File: src/rtl/exec_stage_unit.sv
// Registered Y86 execute stage: operand select, ALU with optional iterative multiply,
// CC register (bit ZF=2, SF=1, OF=0) and condition evaluation behind valid/ready handshakes.
module exec_stage_unit #(
  parameter int unsigned DATA_WID   = 64,
  parameter int unsigned STACK_STEP = 8,
  parameter bit          MUL_EN     = 1'b1
) (
  input  logic                clk,
  input  logic                rst,
  input  logic                in_valid,
  output logic                in_ready,
  input  logic [3:0]          icode,
  input  logic [3:0]          ifun,
  input  logic [DATA_WID-1:0] valA,
  input  logic [DATA_WID-1:0] valB,
  input  logic [DATA_WID-1:0] valC,
  input  logic [3:0]          dstE,
  input  logic                cc_hold,
  output logic                out_valid,
  input  logic                out_ready,
  output logic [DATA_WID-1:0] valE,
  output logic                cnd,
  output logic [3:0]          out_dstE,
  output logic [3:0]          out_icode,
  output logic                bad_fun,
  output logic [2:0]          cc_out,
  output logic                busy
);
  localparam int unsigned CNT_W = $clog2(DATA_WID + 1);
  localparam int unsigned MSB   = DATA_WID - 1;
  localparam int unsigned ZF    = 2;
  localparam int unsigned SF    = 1;
  localparam int unsigned OF    = 0;

  localparam logic [3:0] I_RRMOV = 4'h2, I_IRMOV = 4'h3, I_RMMOV = 4'h4, I_MRMOV = 4'h5,
                         I_OP    = 4'h6, I_JXX   = 4'h7, I_CALL  = 4'h8, I_RET   = 4'h9,
                         I_PUSH  = 4'hA, I_POP   = 4'hB;

  typedef enum logic {IDLE, MUL} state_t;
  state_t state_q, state_d;

  logic [DATA_WID-1:0] op_a, op_b, sum, diff, alu_res, mul_a, mul_b, acc;
  logic [CNT_W-1:0]    count;
  logic [3:0]          mul_icode, mul_dstE;
  logic [2:0]          cc_alu, cc_mul;
  logic                is_op, is_mul, bad_c, cc_wr, cnd_c, add_of, sub_of, alu_of;
  logic                out_free, mul_start, mul_commit, single_load, lt;

  always_comb begin
    case (icode)
      I_OP, I_RRMOV:                 op_a = valA;
      I_RMMOV, I_IRMOV, I_MRMOV:     op_a = valC;
      I_PUSH, I_POP, I_CALL, I_RET:  op_a = DATA_WID'(STACK_STEP);
      default:                       op_a = '0;
    endcase
    case (icode)
      I_OP, I_RMMOV, I_MRMOV, I_PUSH, I_POP, I_CALL, I_RET: op_b = valB;
      default:                                              op_b = '0;
    endcase
  end

  assign is_op  = (icode == I_OP);
  assign is_mul = is_op && (ifun == 4'd4) && MUL_EN;
  assign bad_c  = is_op && (ifun > 4'd3) && !is_mul;
  assign sum    = op_a + op_b;
  assign diff   = op_b - op_a;
  assign add_of = (op_a[MSB] == op_b[MSB]) && (sum[MSB] != op_a[MSB]);
  assign sub_of = (op_a[MSB] != op_b[MSB]) && (diff[MSB] != op_b[MSB]);

  always_comb begin
    alu_res = sum;
    alu_of  = 1'b0;
    cc_wr   = 1'b0;
    if (is_op) begin
      cc_wr = !bad_c && !is_mul;
      case (ifun)
        4'd0:    begin alu_res = sum;  alu_of = add_of; end
        4'd1:    begin alu_res = diff; alu_of = sub_of; end
        4'd2:    alu_res = op_a & op_b;
        4'd3:    alu_res = op_a ^ op_b;
        default: alu_res = '0;
      endcase
    end else if (icode == I_PUSH || icode == I_CALL) begin
      alu_res = diff;
    end
  end

  always_comb begin
    cc_alu     = '0;
    cc_alu[ZF] = (alu_res == '0);
    cc_alu[SF] = alu_res[MSB];
    cc_alu[OF] = alu_of;
    cc_mul     = '0;
    cc_mul[ZF] = (acc == '0);
    cc_mul[SF] = acc[MSB];
  end

  // Conditions read the CC register as it stands at acceptance.
  assign lt = cc_out[SF] ^ cc_out[OF];
  always_comb begin
    cnd_c = 1'b1;
    if (icode == I_RRMOV || icode == I_JXX) begin
      case (ifun)
        4'd0:    cnd_c = 1'b1;
        4'd1:    cnd_c = lt | cc_out[ZF];
        4'd2:    cnd_c = lt;
        4'd3:    cnd_c = cc_out[ZF];
        4'd4:    cnd_c = !cc_out[ZF];
        4'd5:    cnd_c = !lt;
        4'd6:    cnd_c = !lt && !cc_out[ZF];
        default: cnd_c = 1'b0;
      endcase
    end
  end

  assign out_free = !out_valid || out_ready;

  always_ff @(posedge clk or posedge rst) begin
    if (rst) state_q <= IDLE;
    else     state_q <= state_d;
  end

  always_comb begin
    state_d     = state_q;
    in_ready    = 1'b0;
    busy        = 1'b0;
    mul_start   = 1'b0;
    mul_commit  = 1'b0;
    single_load = 1'b0;
    case (state_q)
      IDLE: begin
        in_ready = out_free;
        if (in_valid && out_free) begin
          if (is_mul) begin
            mul_start = 1'b1;
            state_d   = MUL;
          end else begin
            single_load = 1'b1;
          end
        end
      end
      MUL: begin
        busy = 1'b1;
        if (count == '0 && out_free) begin
          mul_commit = 1'b1;
          state_d    = IDLE;
        end
      end
      default: state_d = IDLE;
    endcase
  end

  always_ff @(posedge clk or posedge rst) begin
    if (rst) begin
      mul_a     <= '0;
      mul_b     <= '0;
      acc       <= '0;
      count     <= '0;
      mul_icode <= '0;
      mul_dstE  <= '0;
      out_valid <= 1'b0;
      valE      <= '0;
      cnd       <= 1'b0;
      out_dstE  <= 4'hF;
      out_icode <= '0;
      bad_fun   <= 1'b0;
      cc_out    <= 3'b100;
    end else begin
      if (mul_start) begin
        mul_a     <= op_a;
        mul_b     <= op_b;
        acc       <= '0;
        count     <= CNT_W'(DATA_WID);
        mul_icode <= icode;
        mul_dstE  <= dstE;
      end else if (state_q == MUL && count != '0) begin
        if (mul_b[0]) acc <= acc + mul_a;
        mul_a <= mul_a << 1;
        mul_b <= mul_b >> 1;
        count <= count - CNT_W'(1);
      end

      if (single_load) begin
        out_valid <= 1'b1;
        valE      <= alu_res;
        cnd       <= cnd_c;
        out_dstE  <= (icode == I_RRMOV && !cnd_c) ? 4'hF : dstE;
        out_icode <= icode;
        bad_fun   <= bad_c;
      end else if (mul_commit) begin
        out_valid <= 1'b1;
        valE      <= acc;
        cnd       <= 1'b1;
        out_dstE  <= mul_dstE;
        out_icode <= mul_icode;
        bad_fun   <= 1'b0;
      end else if (out_ready) begin
        out_valid <= 1'b0;
      end

      if (single_load && cc_wr && !cc_hold)  cc_out <= cc_alu;
      else if (mul_commit && !cc_hold)       cc_out <= cc_mul;
    end
  end
endmodule
File: config.mk
export PLATFORM = sky130hd
export DESIGN_NAME = exec_stage_unit
export DESIGN_NICKNAME = d
export VERILOG_FILES = /design/src/rtl/exec_stage_unit.sv
export SDC_FILE = /design/constraint.sdc
export NUM_CORES = 1
export LEC_CHECK = 0
export BUFFER_PORTS_ARGS = -buffer_cell sky130_fd_sc_hd__buf_2
export CAP_MARGIN = 0
export CORE_UTILIZATION = 35
export DETAILED_ROUTE_END_ITERATION = 7
export GPL_TIMING_DRIVEN = 0
export PLACE_DENSITY_LB_ADDON = 0.15
export SLEW_MARGIN = 5
export SYNTH_ARGS = -nofsm -noshare
export SYNTH_HDL_FRONTEND = slang
export SYNTH_SLANG_ARGS = --single-unit
File: constraint.sdc
create_clock -name clk -period 13.6 [get_ports clk]
set_input_delay 0.68 -clock clk [delete_from_list [all_inputs] [get_ports clk]]
set_output_delay 0.68 -clock clk [all_outputs]
set_load 0.02 [all_outputs]
==> flow_summary.yaml <==
logic_synthesis:
  avgSynthCellArea_um2: 7.287
  ys.flop_type: "dfrtp_1"
  synth_area_um2: 28080
  syn_nets: 4257
  synthTopCellsByArea: "dfrtp_1, nand2_1, ha_1"
  yosysTopAreaCell: "dfrtp_1"
  synthCells: 3854
  synth_top_area_share_pct: 25.04
  ys.warnings.count: 0
  synth.distinct_cells: 102
  ys_seq_area_share_pct: 25.51
  synth_seq_cells: 286
  synthArstFlopShare_pct: 100.0
  synth_edf_count: 0
  netlist_top_cells_count: "nand2_1, a21oi_1, o21ai_0"
  synth.most_common_cell: "nand2_1"
cts:
  post-cts-setup-buffers: 0
  ctsResizeCount: 0
  numCtsBuffers: 38
  root_buffer: "clkbuf_16"
  cts_tree: "yes"
  cts_buffer_depth: 3
  cts.htree.levels: 2
  insertion_delay_ns: 0.61
  clk_pin_slew_ns: 0.07
  cts_sinks: 286
  ctsHoldBuffers: 0
finish:
  multi_input_area_um2: 19330
  drive_gt1_share_pct: 10.32
  nets: 4588
  syn2layout_area_growth_pct: 14.84
  seqCellArea_um2: 7163
  layout.cells.non_filler: 5271
  fill_cells: 8498
  post-route-util_pct: 40.76
setup_path:
  setup.worst_path.end_class: "flop"
  cpPeakStageDelay_ns: 1.05
  path_buf_inv: 4
  crit_chain: "buf_2, clkbuf_1, nor3_2, buf_4, clkbuf_1, a22oi_1, ha_1, nor2b_1, o31ai_1, a211o_1, o211ai_1, a21oi_1, xnor2_1, a222oi_1, a21boi_0, o221ai_1, nor4b_1, nand4_1, nor4_1, nand4_1, o21ai_1"
  rrSetupSlack_ns: 8.44
  critical_path_arrival_ns: 9.52
  critPathTopFamily: "compound AO/OA/AOI/OAI gates"
  startpoint_type: "input port"
  cp_max_fo: 10
  crit_type: "input port to flop"
  crit_slowest_cell: "a21boi_0"
  required_ns: 14.13
sta:
  fmaxAchievable_mhz: 111.2
  rsz0062_at_grt: "false"
  fin_crit_sh_pct: 66.11
  worst_pin_slew_ns: 1.477
  slew_viol_final: 0
  skew_ns: 0.03799
  holdWs_ns: 0.2021
  min_period_ns: 8.990
  setup_tns_ns: 0
  final_hold_viol_count: 0
  setup-violations-final: 0
  slew-limit-headroom_pct: 1.546
detailed_routing:
  routedWlPerCell_um: 27.35
  vias: 32300
  avgViaCountPerCell: 6.129
  drcViolationCount: 0
  firstDrtPassIters: 7
  wirelength_mm: 144.2
  drtIter0Drc: 3724
  antenna_left: 0
global_route:
  antenna_found_initial: 15
  overflow: 0
  grt_max_degree: 102
  grt_pass1_wl_mm: 207.7
  grt_pass1_vias: 30170
  track_usage_pct: 34.22
power:
  ir_drop_v: 0.00008342
  leakage_nw: 14.82
  cellPowerDensity_nw_per_um2: 132.0
worst_hold_path:
  hold_class: "input port to asynchronous set/reset pin"
floorplan:
  pin_count: 289
  start_util_pct: 35.49
  coreArea_um2: 79130
  fp.dieH_um: 285.3
  dieArea_um2: 81370
  row_count: 103
  die_x_um: 285.3
placed_design:
  dp_hpwl_mm: 115.8
  globalplace.congestion: 1.001
  portBuffers: 286
  dp.cells: 5194
status:
  status: "completed"
flow_run:
  cap_violations: 0
-- stage by stage --
stage | setup slack, ns | area, um2 | power [W]
after global placement | 0.8507 | 30830 | 0.003134
after global routing | 4.914 | 32230 | 0.004484
after floorplan | 5.036 | 28080 | 0.002481
after detailed placement | 4.536 | 30930 | 0.003135
final | 4.610 | 32250 | 0.004257
after CTS | 5.126 | 32230 | 0.004226
-- worst register-to-register path, cell delays in order (launching register included) --
cell and delay, ns:
dfrtp_1 0.42, nor2b_1 0.23, nor2_1 0.35, nand3_1 0.48, or3_1 0.56, or4b_1 0.54, nor4_1 0.27, nand3_1 0.10
or3_1 0.37, nor4_1 0.85, nand4bb_1 0.17, nor4_1 0.31, nand4_1 0.22, o21ai_1 0.22
-- cells in the final DEF, fill, tap and decap left out, types with 19 or more instances in the layout --
master,n
nand2_1,657
a21oi_1,309
o21ai_0,303
buf_2,299
dfrtp_1,281
nor2_1,280
clkbuf_1,219
ha_1,191
inv_1,163
a22oi_1,134
nand3_1,122
a31oi_1,113
xnor2_1,88
and2_1,74
a21o_1,72
nor3_1,54
nor4_1,51
nand4_1,49
o31ai_1,44
xor2_1,42
o21bai_1,41
mux2i_1,40
clkbuf_16,38
nand2b_1,32
a211oi_1,32
nor2b_1,27
and3_1,27
o22ai_1,24
o21a_1,21
buf_1,20
o211ai_1,19
-- routing by layer --
layer / global-route usage, % / up-vias / share of wire [%]
met3: 8.240 / 367 / 9.7
li1: - / 14710 / -
met5: 0 / - / 0.0090
met4: 17.43 / 2 / 5.7
met1: 45.19 / 15560 / 42
met2: 51.75 / 1661 / 43
-- flip-flops by register name, indices dropped and copies added (netlist names) --
name,cells
valE,64
bad_fun,1
cc_out,3
count,7
out_dstE,4
out_icode,4
acc,64
state_q,1
mul_icode,4
mul_a,64
out_valid,1
cnd,1
mul_b,64
mul_dstE,4
-- cells by family after synthesis --
| kind of cell | share of synthesized area (%) |
|---|---|
| adders and majority gates | 8.724 |
| buffers and inverters | 5.712 |
| muxes | 1.586 |
| AOI/OAI and AO/OA | 30.51 |
| and+or+nand+nor | 23.90 |
| DFF | 25.51 |
| xor gates and xnor gates | 4.054 |
-- power breakdown --
part | internal [W] | switching, W
combinational | 0.000634 | 0.00115
sequential | 0.00110 | 0.000298
clock | 0.000615 | 0.000456
total | 0.00235 | 0.00190
-- worst paths after layout --
| kind | startpoint | end | cells past startpoint |
|---|---|---|---|
| hold reg to reg | mul_icode[1] | mul_icode[1] | 1 |
| min in group clk | dstE[0] | mul_dstE[0] | 3 |
| hold / removal | rst | mul_a[49] | 2 |
| max in group asynchronous | rst | acc[9] | 3 |
| setup / recovery | icode[0] | cc_out[2] | 21 |
| setup reg to reg | out_valid | cc_out[2] | 13 |
-- final cells by class --
class	instances	area share [%]
diodes	7	0.05431
multi-input cells	3147	59.93
repair buffers	291	4.702
inverters	172	2.025
flip-flops and latches	286	22.21
plain buffers	249	2.980
well taps	1050	4.074
clock buffers	51	3.317
clock inverters	18	0.7100
(Power assumes the default switching activity.)
